<file path="src/rtl/time_field_adjust.sv">
// Three-field (seconds/minutes/hours style) time adjuster with press-and-hold auto-repeat.
// Fields step up or down on the selected field, with optional carry chaining f0 -> f1 -> f2.
module time_field_adjust #(
  parameter int unsigned W       = 6,
  parameter int unsigned MOD0    = 60,
  parameter int unsigned MOD1    = 60,
  parameter int unsigned MOD2    = 24,
  parameter int unsigned REP_DLY = 8,
  parameter int unsigned REP_PER = 4
) (
  input  logic         clk,
  input  logic         reset,
  input  logic         en,
  input  logic [1:0]   sel,
  input  logic         up,
  input  logic         down,
  input  logic         carry_en,
  input  logic         clr,
  output logic [W-1:0] f0,
  output logic [W-1:0] f1,
  output logic [W-1:0] f2,
  output logic         step,
  output logic         wrap
);

  localparam int unsigned RepMax = (REP_DLY > REP_PER) ? REP_DLY : REP_PER;
  localparam int unsigned CntW   = $clog2(RepMax + 1);

  localparam logic [W-1:0]    Max0    = W'(MOD0 - 1);
  localparam logic [W-1:0]    Max1    = W'(MOD1 - 1);
  localparam logic [W-1:0]    Max2    = W'(MOD2 - 1);
  localparam logic [CntW-1:0] DlyLast = CntW'(REP_DLY - 1);
  localparam logic [CntW-1:0] PerLast = CntW'(REP_PER - 1);

  typedef enum logic [1:0] {StIdle, StDelay, StRepeat} state_e;

  state_e          state_q, state_d;
  logic [CntW-1:0] cnt_q, cnt_d;
  logic [1:0]      sel_q, sel_d;
  logic            dir_q, dir_d;
  logic [W-1:0]    f0_q, f0_d, f1_q, f1_d, f2_q, f2_d;
  logic            step_q, step_d, wrap_q, wrap_d;

  logic            cmd, do_step;
  logic            s0, s1, s2, w0, w1, w2;

  function automatic logic [W-1:0] next_val(input logic [W-1:0] v, input logic [W-1:0] maxv,
                                            input logic inc);
    if (inc) begin
      next_val = (v == maxv) ? '0 : v + 1'b1;
    end else begin
      next_val = (v == '0) ? maxv : v - 1'b1;
    end
  endfunction

  function automatic logic at_edge(input logic [W-1:0] v, input logic [W-1:0] maxv,
                                   input logic inc);
    at_edge = inc ? (v == maxv) : (v == '0);
  endfunction

  assign cmd = up ^ down;

  // Hold FSM; the latched sel/direction detect a change mid-hold.
  always_comb begin
    state_d = state_q;
    cnt_d   = cnt_q;
    sel_d   = sel_q;
    dir_d   = dir_q;
    do_step = 1'b0;
    if (clr || !en) begin
      state_d = StIdle;
      cnt_d   = '0;
    end else begin
      case (state_q)
        StIdle: begin
          if (cmd && (sel != 2'd3)) begin
            do_step = 1'b1;
            state_d = StDelay;
            cnt_d   = '0;
            sel_d   = sel;
            dir_d   = up;
          end
        end
        StDelay, StRepeat: begin
          if (!cmd || (up != dir_q) || (sel != sel_q)) begin
            state_d = StIdle;
            cnt_d   = '0;
          end else if (cnt_q == ((state_q == StDelay) ? DlyLast : PerLast)) begin
            do_step = 1'b1;
            state_d = StRepeat;
            cnt_d   = '0;
          end else begin
            cnt_d = cnt_q + CntW'(1);
          end
        end
        default: begin
          state_d = StIdle;
          cnt_d   = '0;
        end
      endcase
    end
  end

  // Carry chain: a wrap on a lower field steps the next one in the same edge.
  always_comb begin
    s0 = do_step && (sel == 2'd0);
    w0 = s0 && at_edge(f0_q, Max0, up);
    s1 = do_step && ((sel == 2'd1) || (carry_en && w0));
    w1 = s1 && at_edge(f1_q, Max1, up);
    s2 = do_step && ((sel == 2'd2) || (carry_en && w1));
    w2 = s2 && at_edge(f2_q, Max2, up);

    f0_d   = s0 ? next_val(f0_q, Max0, up) : f0_q;
    f1_d   = s1 ? next_val(f1_q, Max1, up) : f1_q;
    f2_d   = s2 ? next_val(f2_q, Max2, up) : f2_q;
    step_d = do_step;
    wrap_d = w0 | w1 | w2;
    if (clr) begin
      f0_d   = '0;
      f1_d   = '0;
      f2_d   = '0;
      wrap_d = 1'b0;
    end
  end

  always_ff @(posedge clk or posedge reset) begin
    if (reset) begin
      state_q <= StIdle;
      cnt_q   <= '0;
      sel_q   <= 2'd0;
      dir_q   <= 1'b0;
      f0_q    <= '0;
      f1_q    <= '0;
      f2_q    <= '0;
      step_q  <= 1'b0;
      wrap_q  <= 1'b0;
    end else begin
      state_q <= state_d;
      cnt_q   <= cnt_d;
      sel_q   <= sel_d;
      dir_q   <= dir_d;
      f0_q    <= f0_d;
      f1_q    <= f1_d;
      f2_q    <= f2_d;
      step_q  <= step_d;
      wrap_q  <= wrap_d;
    end
  end

  assign f0   = f0_q;
  assign f1   = f1_q;
  assign f2   = f2_q;
  assign step = step_q;
  assign wrap = wrap_q;

endmodule
</file>
<file path="config.mk">
export PLATFORM = sky130hd
export DESIGN_NAME = time_field_adjust
export DESIGN_NICKNAME = d
export VERILOG_FILES = /design/src/rtl/time_field_adjust.sv
export SDC_FILE = /design/constraint.sdc
export NUM_CORES = 1
export LEC_CHECK = 0
export ABC_AREA = 0
export BUFFER_PORTS_ARGS = -buffer_cell sky130_fd_sc_hd__buf_2
export CAP_MARGIN = 25
export CORE_MARGIN = 3
export CORE_UTILIZATION = 25
export CTS_CLUSTER_SIZE = 30
export DETAILED_ROUTE_END_ITERATION = 16
export PLACE_DENSITY = 0.49
export SLEW_MARGIN = 20
export SYNTH_ARGS = -nofsm -noshare
export SYNTH_HDL_FRONTEND = slang
export SYNTH_SLANG_ARGS = --single-unit
</file>
<file path="constraint.sdc">
create_clock -name clk -period 4.83 [get_ports clk]
set_input_delay 0.483 -clock clk [delete_from_list [all_inputs] [get_ports clk]]
set_output_delay 0.483 -clock clk [all_outputs]
set_load 0.02 [all_outputs]
</file>
### Word-level counts from Yosys, hierarchy flattened

Index checks and enable logic that the tools add are counted.
W data, S select, Z words.

* flip-flop bits (word level): 29
* input port bits: 9

* $add $sub $neg: 7
* equal/unequal tests: 13
* muxes and demuxes: 35
* bitwise gates (word level): 4
* reductions and logical operators: 27

Operators by type and width (count)
* $mux W6: 15
* $add A6 B1 Y6 const B: 3
* $logic_not A6 Y1: 3
* $sub A6 B1 Y6 const B: 3
* $mux W4: 4
* $eq A6 B6 Y1 const B: 2
* $logic_and A1 B1 Y1: 9
* $mux W1: 8
* $mux W2: 4
* $pmux W4 S2: 1
* $eq A6 B5 Y1 const B: 1
* $reduce_bool A2 Y1: 3
* $logic_or A1 B1 Y1: 5
* $add A4 B1 Y4 const B: 1
* $eq A2 B1 Y1 const B: 2
* $eq A2 B2 Y1 const B: 2
* $eq A4 B3 Y1: 1
* $logic_not A2 Y1: 2
* $ne A4 B4 Y1 const B: 1
* $pmux W2 S2: 1
* $mux W3: 1
* $ne A3 B3 Y1 const B: 1
* $reduce_and A3 Y1: 1
* $logic_not A1 Y1: 2
* 9 further kinds: 10

### Depth between registers and ports, before layout

Gate-level depths: netlist (run 1).

* depth after elaboration: 19
* mapped depth: 9
* depth with buffers taken out: 8

### Worst setup path before layout (run 1)

Ideal clock, no wire load.

* path type: flip-flop to flip-flop
* start: reg f0_q[0] (netlist: f0[0])
* end: reg f2_q[5] (netlist: f2[5])
* setup time: 0.122 ns
* arrival time: 2.005 ns
* data required time: 4.708 ns
* path slack: 2.703 ns
* stages on the path, launching flop included: 8
* buffers on the path: 0
* clock period less this slack: 2.127 ns
* cell sequence: dfrtp_1 > ha_1 > and4b_1 > nand3_1 > nand3b_1 > a31oi_1 > or3_1 > a32o_1

* longest elaborated chain between the ends: 11

RTL lines
* start: declaration: line 41 `logic [W-1:0] f0_q, f0_d, f1_q, f1_d, f2_q, f2_d;`
* start signal: assignment: line 132 `f0_q <= '0;`
* start signal: assignment: line 142 `f0_q <= f0_d;`
* $eq A6 B6 Y1 or $logic_not A6 Y1 (tied branches): line 58 `at_edge = inc ? (v == maxv) : (v == '0);`
* $mux W1 *: line 58
* $logic_and A1 B1 Y1 *: line 107 `w0 = s0 && at_edge(f0_q, Max0, up);`
* $logic_and A1 B1 Y1 *: line 108 `s1 = do_step && ((sel == 2'd1) || (carry_en && w0));`
* $logic_or A1 B1 Y1 *: line 108
* $logic_and A1 B1 Y1 *: line 108
* $logic_and A1 B1 Y1 *: line 109 `w1 = s1 && at_edge(f1_q, Max1, up);`
* $logic_and A1 B1 Y1 *: line 110 `s2 = do_step && ((sel == 2'd2) || (carry_en && w1));`
* $logic_or A1 B1 Y1 *: line 110
* $logic_and A1 B1 Y1 *: line 110
* $reduce_bool A2 Y1 (no line) *
* end signal: assignment: line 134 `f2_q <= '0;`
* end signal: assignment: line 144 `f2_q <= f2_d;`
* end: declaration: line 41

Mark *: on every way between the ends. The rest lies on a longest branch, timed or not.
A chain may end at the register's enable or synchronous reset.

### Worst setup path in the final report (run 1)

* start: in up
* end: reg f2_q[5] (netlist: f2[5])

* longest elaborated chain between the ends: 17

RTL lines
* start: declaration: line 15 `input logic up,`
* $xor A1 B1 Y1: line 61 `assign cmd = up ^ down;`
* $logic_not A1 Y1: line 85 `if (!cmd || (up != dir_q) || (sel != sel_q)) begin`
* $logic_or A1 B1 Y1 (2 in series): line 85
* $mux W1: line 85
* $pmux W1 S2: line 74 `case (state_q)`
* $mux W1: line 70 `if (clr || !en) begin`
* $logic_and A1 B1 Y1: line 106 `s0 = do_step && (sel == 2'd0);`
* $logic_and A1 B1 Y1: line 107
* $logic_and A1 B1 Y1: line 108
* $logic_or A1 B1 Y1: line 108
* $logic_and A1 B1 Y1: line 108
* $logic_and A1 B1 Y1: line 109
* $logic_and A1 B1 Y1: line 110
* $logic_or A1 B1 Y1: line 110
* $logic_and A1 B1 Y1: line 110
* $reduce_bool A2 Y1 (no line)

Several ways; a longest one is shown, not always the timed one. The select of a mux whose other input is x is not followed.

==> summary by stage, run 1 <==
Synth
The largest area contributor in the synthesized netlist is dfrtp_1. The dominant combinational cell family by area after synthesis is simple AND/OR/NAND/NOR gates. Counting flops and latches in the post-synthesis netlist gives 29. The synthesized area is 2371 um^2.

In this run the mean area of a mapped cell was 8.622 um^2. The simple-gate area share of the yosys netlist is 0.2449. The post-synthesis instance total is 275. The share of async-settable or async-resettable flops after synthesis is 1.000. When the netlist entered floorplanning its net count stood at 298. Among all flip-flop cells after synthesis, the most frequent one is dfrtp_1.

Measured against the total synthesized area, the mux share comes to 0.04380. Of the total synthesized cell area, the portion taken by full adders, half adders and majority gates is 0.07388. During synthesis, Yosys emitted a total of 0 warnings. In the post-synthesis netlist, the cell with the most instances is dfrtp_1.

Of the post-synthesis cell area, the dominant cell type holds 0.3061. Of the total synthesized cell area, the portion taken by XOR and XNOR cells is 0.04063. The commonest cells after synthesis are dfrtp_1 (29), nand2_1 (23), nor2_1 (19), o21ai_0 (19), a21oi_1 (18). The complex-gate fraction of the synthesized area is 0.2232. Counting flops with a built-in enable in the synthesized netlist gives 0. By area the synthesized netlist is led by dfrtp_1 (31%), ha_1 (7.4%), o21ai_0 (4.0%), a21oi_1 (3.8%), nand2_1 (3.6%).

The fraction of the yosys area taken by sequential cells is 0.3061. Synthesis instantiated 63 different standard cells from the library.

Clocking
After clock tree synthesis, the clock-pin slew on the worst setup and hold paths is 0.06 ns. The count of buffers added by post-CTS timing repair for setup is 0. The number of buffers between clock root and the deepest sink is 2.

The TritonCTS buffer count is 5. The H-tree depth reported by CTS is 2. The clock net in this run drives a total of 29 sinks. The quantity of gates resized following cts is 0. The clock reaches the later pin of the worst-skew pair after 0.28 ns. TritonCTS built the clock tree. The tree is rooted in a clkbuf_8.

After clock tree synthesis, the flow added hold-fix buffers numbering 0.

Critical path
In this run the worst path has a maximum fanout of 35. STA classifies the critical path startpoint as an input pin. The critical path class is input pin to flop. The launching instance or port of the critical path is up.

The nature of the critical path endpoint is a flop. The number of cells on the worst reg-to-reg path is 6. STA puts the critical path data required time at 5.00 ns.

The setup check on the worst reg-to-reg path leaves a slack of 2.58 ns. In this run the critical register-to-register path is launched from f1[0]. The data arrival time of the worst path is 2.50 ns.

The end of the worst register-to-register path is f2[5].

Final layout
0 antenna diodes ended up in the layout. Of the cells placed in the final design, the portion with a size suffix greater than 1 is 0.1803. The synthesis-to-layout area growth is 12.30%.

The final layout net count is 317. Measured on the finished design, the core utilization comes to 0.2966.

Floorplanning
The floorplan has 34 rows. For this design the top-level I/O count stands at 29. The initial core utilization is 0.2641. The core box area is 8976 um^2.

The die width is 103.4 um. The die covers 10690 um^2. The height of the chip is 103.4 um.

Timing
The number of pins with negative max-slew slack in the final report is 0. Based on the critical path, the design can be clocked at up to 429.4 MHz. Setup repair after global routing left no endpoint under its margin. Adding up every negative setup slack in the final design gives 0 ns.

The shortest clock period the worst path allows after layout is 2.329 ns. The largest clock skew in the final design is 0.003562 ns. The part of the cycle the worst path needs is 0.4822.

The hold violation count in the final report is 0. The remaining max-slew budget at the tightest pin is 0.5210. For the pin with the worst max-slew slack, the measured transition is 0.7185 ns. The number of setup violations in the final report is 0.

Hold path
The class of the tightest hold or removal check is input pin to async pin.

Global route
In the global route stage, overall resource usage came out at 0.1186. The pin count of the biggest net entering global routing is 36. The via count of the first global-routing pass is 2005. The first-pass GRT wire length is 9963 um.

Global routing finished with a remaining overflow of 0. The initial antenna violation count came to 0.

Outcome
The run finished with clean final reports.

Power
The overall power of the completed layout is 586.2 uW. For this design the static power due to leakage is 1.191 nW. The worst supply voltage drop on vdd is 0.1047 mV. Dividing total power by cell area gives a power density of 220.2 nW/um^2.

Placed design
In this run the tool buffered the top-level ports with 28 buffer cells. The congestion estimate from routability-driven global placement came to 0.8274. The final HPWL from detailed placement is 4285 um.

Drt
The number of vias per cell is 5.055. Dividing the detail-routed wire length by the instance count gives 14.13 um. The final wirelength is 5933 um. Once detail routing completed, the nets flagged for antenna violations numbered 0. After the first detailed-routing iteration, the DRC count stood at 98. The number of design rule violations left after detail routing is 0. The detailed-route via count is 2123. The first-pass detailed-route iteration total is 5.

Flow run
Max-cap violations in this run came to 0.
## stage by stage
step	setup slack, ns	instance area, um^2	hold slack (ns)	instances
finish	2.501	2663	0.2708	420
global route	2.340	2663	0.2852	420
CTS	2.525	2663	0.2752	420
detailed placement	2.218	2576	0.5222	413
global placement	2.251	2576	0.5138	413
floorplan	2.703	2371	0.5024	275
## critical path, cell delays in order
cell,delay (ns)
buf_2,0.55
and4b_1,0.29
nand3_1,0.18
nand3b_1,0.18
a31oi_1,0.15
or3_1,0.40
a32o_1,0.26
## flip-flops by register name, summed over array words and instances (netlist names)
signal   cells
f0           6
f1           6
f2           6
cnt_q        4
sel_q        2
state_q      2
dir_q        1
step         1
wrap         1
## worst max-delay path by stage
stage	slack (ns)	endpoint	cells after the start
after global routing	2.34	f2[5]	7
after global placement	2.25	f2[5]	7
after CTS	2.52	f2[5]	7
after detailed placement	2.22	f2[5]	7
after floorplan	2.70	f2[5]	7
final	2.50	f2[5]	7
## power breakdown
group / internal (mW) / total, mW / switching, mW / leakage [nW]
registers: 0.255 / 0.267 / 0.0124 / 0.397
clock network: 0.113 / 0.205 / 0.0925 / 0.0443
logic: 0.0446 / 0.114 / 0.0690 / 0.750
## cell usage in the layout (no fill, tap or decap), types with 3 or more instances in the layout
master / n
nand4_1: 6
nand3b_1: 3
a31oi_1: 3
a31o_2: 4
mux2i_1: 7
nand3_1: 12
inv_1: 14
nor2_1: 19
nand2_1: 23
a211oi_1: 4
nor2b_1: 5
and3_1: 3
clkbuf_8: 6
nor4_1: 4
dfrtp_1: 29
mux2_2: 3
nor3_1: 8
ha_1: 14
a21oi_1: 18
o21ai_0: 19
xnor2_1: 5
xor2_1: 6
buf_2: 28
## kinds of logic (layout without fill, tap and decap cells)
family	Yosys count	count (layout)
buffers and inverters	33	52
DFF	29	29
and+or+nand+nor	103	103
adders and majority gates	14	14
xor gates and xnor gates	11	11
AOI/OAI and AO/OA	75	75
muxes	10	10
## layout make-up
cell class                 count  area, um^2
clock buffer                   7       86.33
fill                         978        6314
inverter                      16       60.06
multi-input combinational    213        1485
sequential                    29       725.7
tap                          126       157.7
timing repair buffer          29       147.6
## layer usage
metal	up-vias	GRT usage	share of wire
met1	1028	0.1591	0.48
met5	-	0	0
li1	1040	-	-
met3	6	0.03823	0.051
met4	0	0.03088	0.012
met2	49	0.1843	0.45
Power figures use the tool's default switching activity.
==> inputs of run 2 (changes only) <==
--- a/config.mk
+++ b/config.mk
@@ -12,7 +12,7 @@
 export CORE_UTILIZATION = 25
 export CTS_CLUSTER_SIZE = 30
 export DETAILED_ROUTE_END_ITERATION = 16
-export PLACE_DENSITY = 0.49
+export PLACE_DENSITY = 0.5
 export SLEW_MARGIN = 20
 export SYNTH_ARGS = -nofsm -noshare
 export SYNTH_HDL_FRONTEND = slang
==> constraint.sdc (replaced) <==
create_clock -name clk -period 2.1 [get_ports clk]
set_input_delay 0.21 -clock clk [delete_from_list [all_inputs] [get_ports clk]]
set_output_delay 0.21 -clock clk [all_outputs]
set_load 0.02 [all_outputs]
==> summary by stage, run 2 (same netlist as run 1, synthesis figures left out) <==
Clocking
The CTS tree is yes. The TritonCTS buffer count is 5. The number of buffers between clock root and the deepest sink is 2. The clock sink total is 29.

The H-tree depth reported by CTS is 2. Clock latency on the worst-skew pair, taken at its later pin, is 0.29 ns. Clock-pin slew was measured on the worst setup and hold paths at 0.07 ns.

The buffer type at the clock tree root is clkbuf_8.

Floorplanning
The die covers 10690 um^2. The row count is 34. The initial core utilization is 0.2641. The number of placed I/O pins is 29. The die is 103.4 um wide.

The core box area is 8976 um^2. The height of the chip is 103.4 um.

Placed design
The congestion estimate from routability-driven global placement came to 0.9042. The cell count after placement is 455. In this run the tool buffered the top-level ports with 28 buffer cells. Summed over all nets, the half-perimeter wirelength after detailed placement is 5014 um. The placed standard-cell area is 2897 um^2.

Drt
For this block, the routed nets add up to 6562 um of wire. After detailed routing, the met3 layer carries 257 um of wire. Using the TritonRoute via totals, the vias-per-cell ratio works out to 4.870. After detailed routing, the number of remaining DRC violations is 0. The detailed-route via count is 2284.

The detailed router used layers up to and including met4. Dividing the detail-routed wire length by the instance count gives 13.99 um. The first-pass detailed-route iteration total is 4.

In the detailed route, the total length drawn on met2 is 2962 um. The count of nets left with antenna violations once routing finished came out at 0. The iteration-0 DRC count of the detailed router is 107.

The detailed-route wire length on metal 1 is 3263 um.

Critical path
The top cell family by delay on the critical path is simple AND/OR/NAND/NOR gates. For the worst setup path, the data required time is 2.28 ns. The largest fanout of any net on the critical path is 4. Walking the worst path, the cells encountered are ha_4 > xor2_2 > or3b_4 > o22ai_4 > buf_12 > nand2_4 > or3_1 > a32o_1. The critical path is of the flop to flop type. For this design, the slowest cell found on the critical path is dfrtp_1. STA puts the critical path data arrival time at 2.27 ns. Counting both buffers and inverters, the worst setup path holds a total of 1.

The nature of the critical path endpoint is a flop. On the worst path, the slowest cell contributes a delay of 0.41 ns. The sort of element at the start of the critical path is a flop.

Final layout
The share of the core filled with cells in the final layout is 0.3478. For this run, the post-layout net count is 365. The area growth from synthesis to layout is 31.66%.

Leaving out fill and tap cells, the most frequent cells in the layout are buf_4 (47), buf_2 (28), dfrtp_1 (25). In the final layout, the share of cells above drive strength 1 is 0.3499. The post-route non-filler standard cell count is 469. The final-layout fill cell count is 956.

The final instance area is 3122 um^2. The antenna diode count is 0. The library cell used most frequently in the layout, excluding fill and tap cells, is buf_4.

Timing
Setup repair after global routing could not meet its margin everywhere. The number of pins with negative max-slew slack in the final report is 0. The tightest hold margin is -0.003339 ns.

For the pin with the worst max-slew slack, the measured transition is 0.3941 ns. For the final database, setup skew stands at 0.004487 ns. Of the available clock period, the critical path in the final layout requires 0.9986. Measured against its own limit, the worst slew margin works out to 0.7373.

The worst path in the final design needs a cycle of 2.097 ns, including I/O delays and setup. The hold violation count in the final report is 18. The fmax is 476.8 MHz. The number of setup violations in the final report is 0.

Global route
The total routing resource utilization after global routing is 0.1266. The aggregate global routing overflow is 0. The via count of the first global-routing pass is 2139.

The first-pass GRT wire length is 10630 um. The pin count of the biggest net entering global routing is 30. The initial antenna violation count was 0.

Power
The leakage power total is 1.440 nW. The overall power of the completed layout is 1.461 mW. Power spread over the standard cell area amounts to 468.0 nW/um^2.

The worst-case IR drop observed on VDD is 0.2640 mV.

Outcome
The checks that failed: negative hold slack. The run finished, with violations left.

Hold path
In this run the worst hold path is classified as input pin to async pin.

Flow run
Max-cap violations in this run came to 0.
-- run 2: worst min-delay path: cells and delay by family --
kind / cells / cell delay, ns
buffers and inverters: 3 / 0.48
-- run 2: per-layer routing --
metal / track usage / vias up
li1: - / 1143
met1: 0.1794 / 1092
met2: 0.1975 / 43
met3: 0.02616 / 6
met4: 0.02988 / 0
met5: 0 / -
-- run 2: path summary, 6_finish.rpt --
kind	from	endpoint	slack, ns	cells after the start
worst max-delay path	state_q[0]	f2[5]	0.003	8
worst min-delay path	reset	wrap	-0.003	3
worst max register to register	state_q[0]	f2[5]	0.003	8
worst min register to register	sel_q[1]	sel_q[1]	0.53	1
max in group asynchronous	reset	f0[0]	1.80	3
min in group clk	en	cnt_q[0]	0.28	3
-- run 2: power by group --
group	leakage [nW]	internal [mW]	switching, mW	total, mW
Clock	0.0542	0.296	0.223	0.519
Sequential	0.390	0.586	0.0246	0.611
Combinational	0.996	0.146	0.185	0.331
Total	1.44	1.03	0.433	1.46
-- run 2: what timing repair did --
| action | 4_1_cts | 5_1_grt |
|---|---|---|
| buffers inserted | 1 | 5 |
| gates cloned | 0 | 0 |
| setup endpoints to repair | 11 | 17 |
| pin swaps | 7 | 7 |
| hold buffers | 0 | 0 |
| resized for setup | 4 | 14 |
-- run 2: layout make-up --
| cell class | instances | area [um^2] | share of cell area |
|---|---|---|---|
| multi-input combinational | 213 | 1554 | 0.4978 |
| sequential | 29 | 730.7 | 0.2341 |
| timing repair buffer | 77 | 518.0 | 0.1659 |
| tap | 126 | 157.7 | 0.05050 |
| clock buffer | 7 | 96.34 | 0.03086 |
| inverter | 16 | 60.06 | 0.01924 |
| clock inverter | 1 | 5.005 | 0.001603 |
-- run 2: through the flow --
stage | worst slack [ns] | hold slack, ns | setup TNS (ns)
floorplan | 0.009864 | 0.2878 | 0
global placement | -0.03354 | 0.3129 | -0.03683
detailed placement | -0.08325 | 0.3188 | -0.3831
CTS | -0.005856 | 0.006560 | -0.005856
global route | -0.07535 | 0.02191 | -0.2133
finish | 0.002880 | -0.003339 | 0
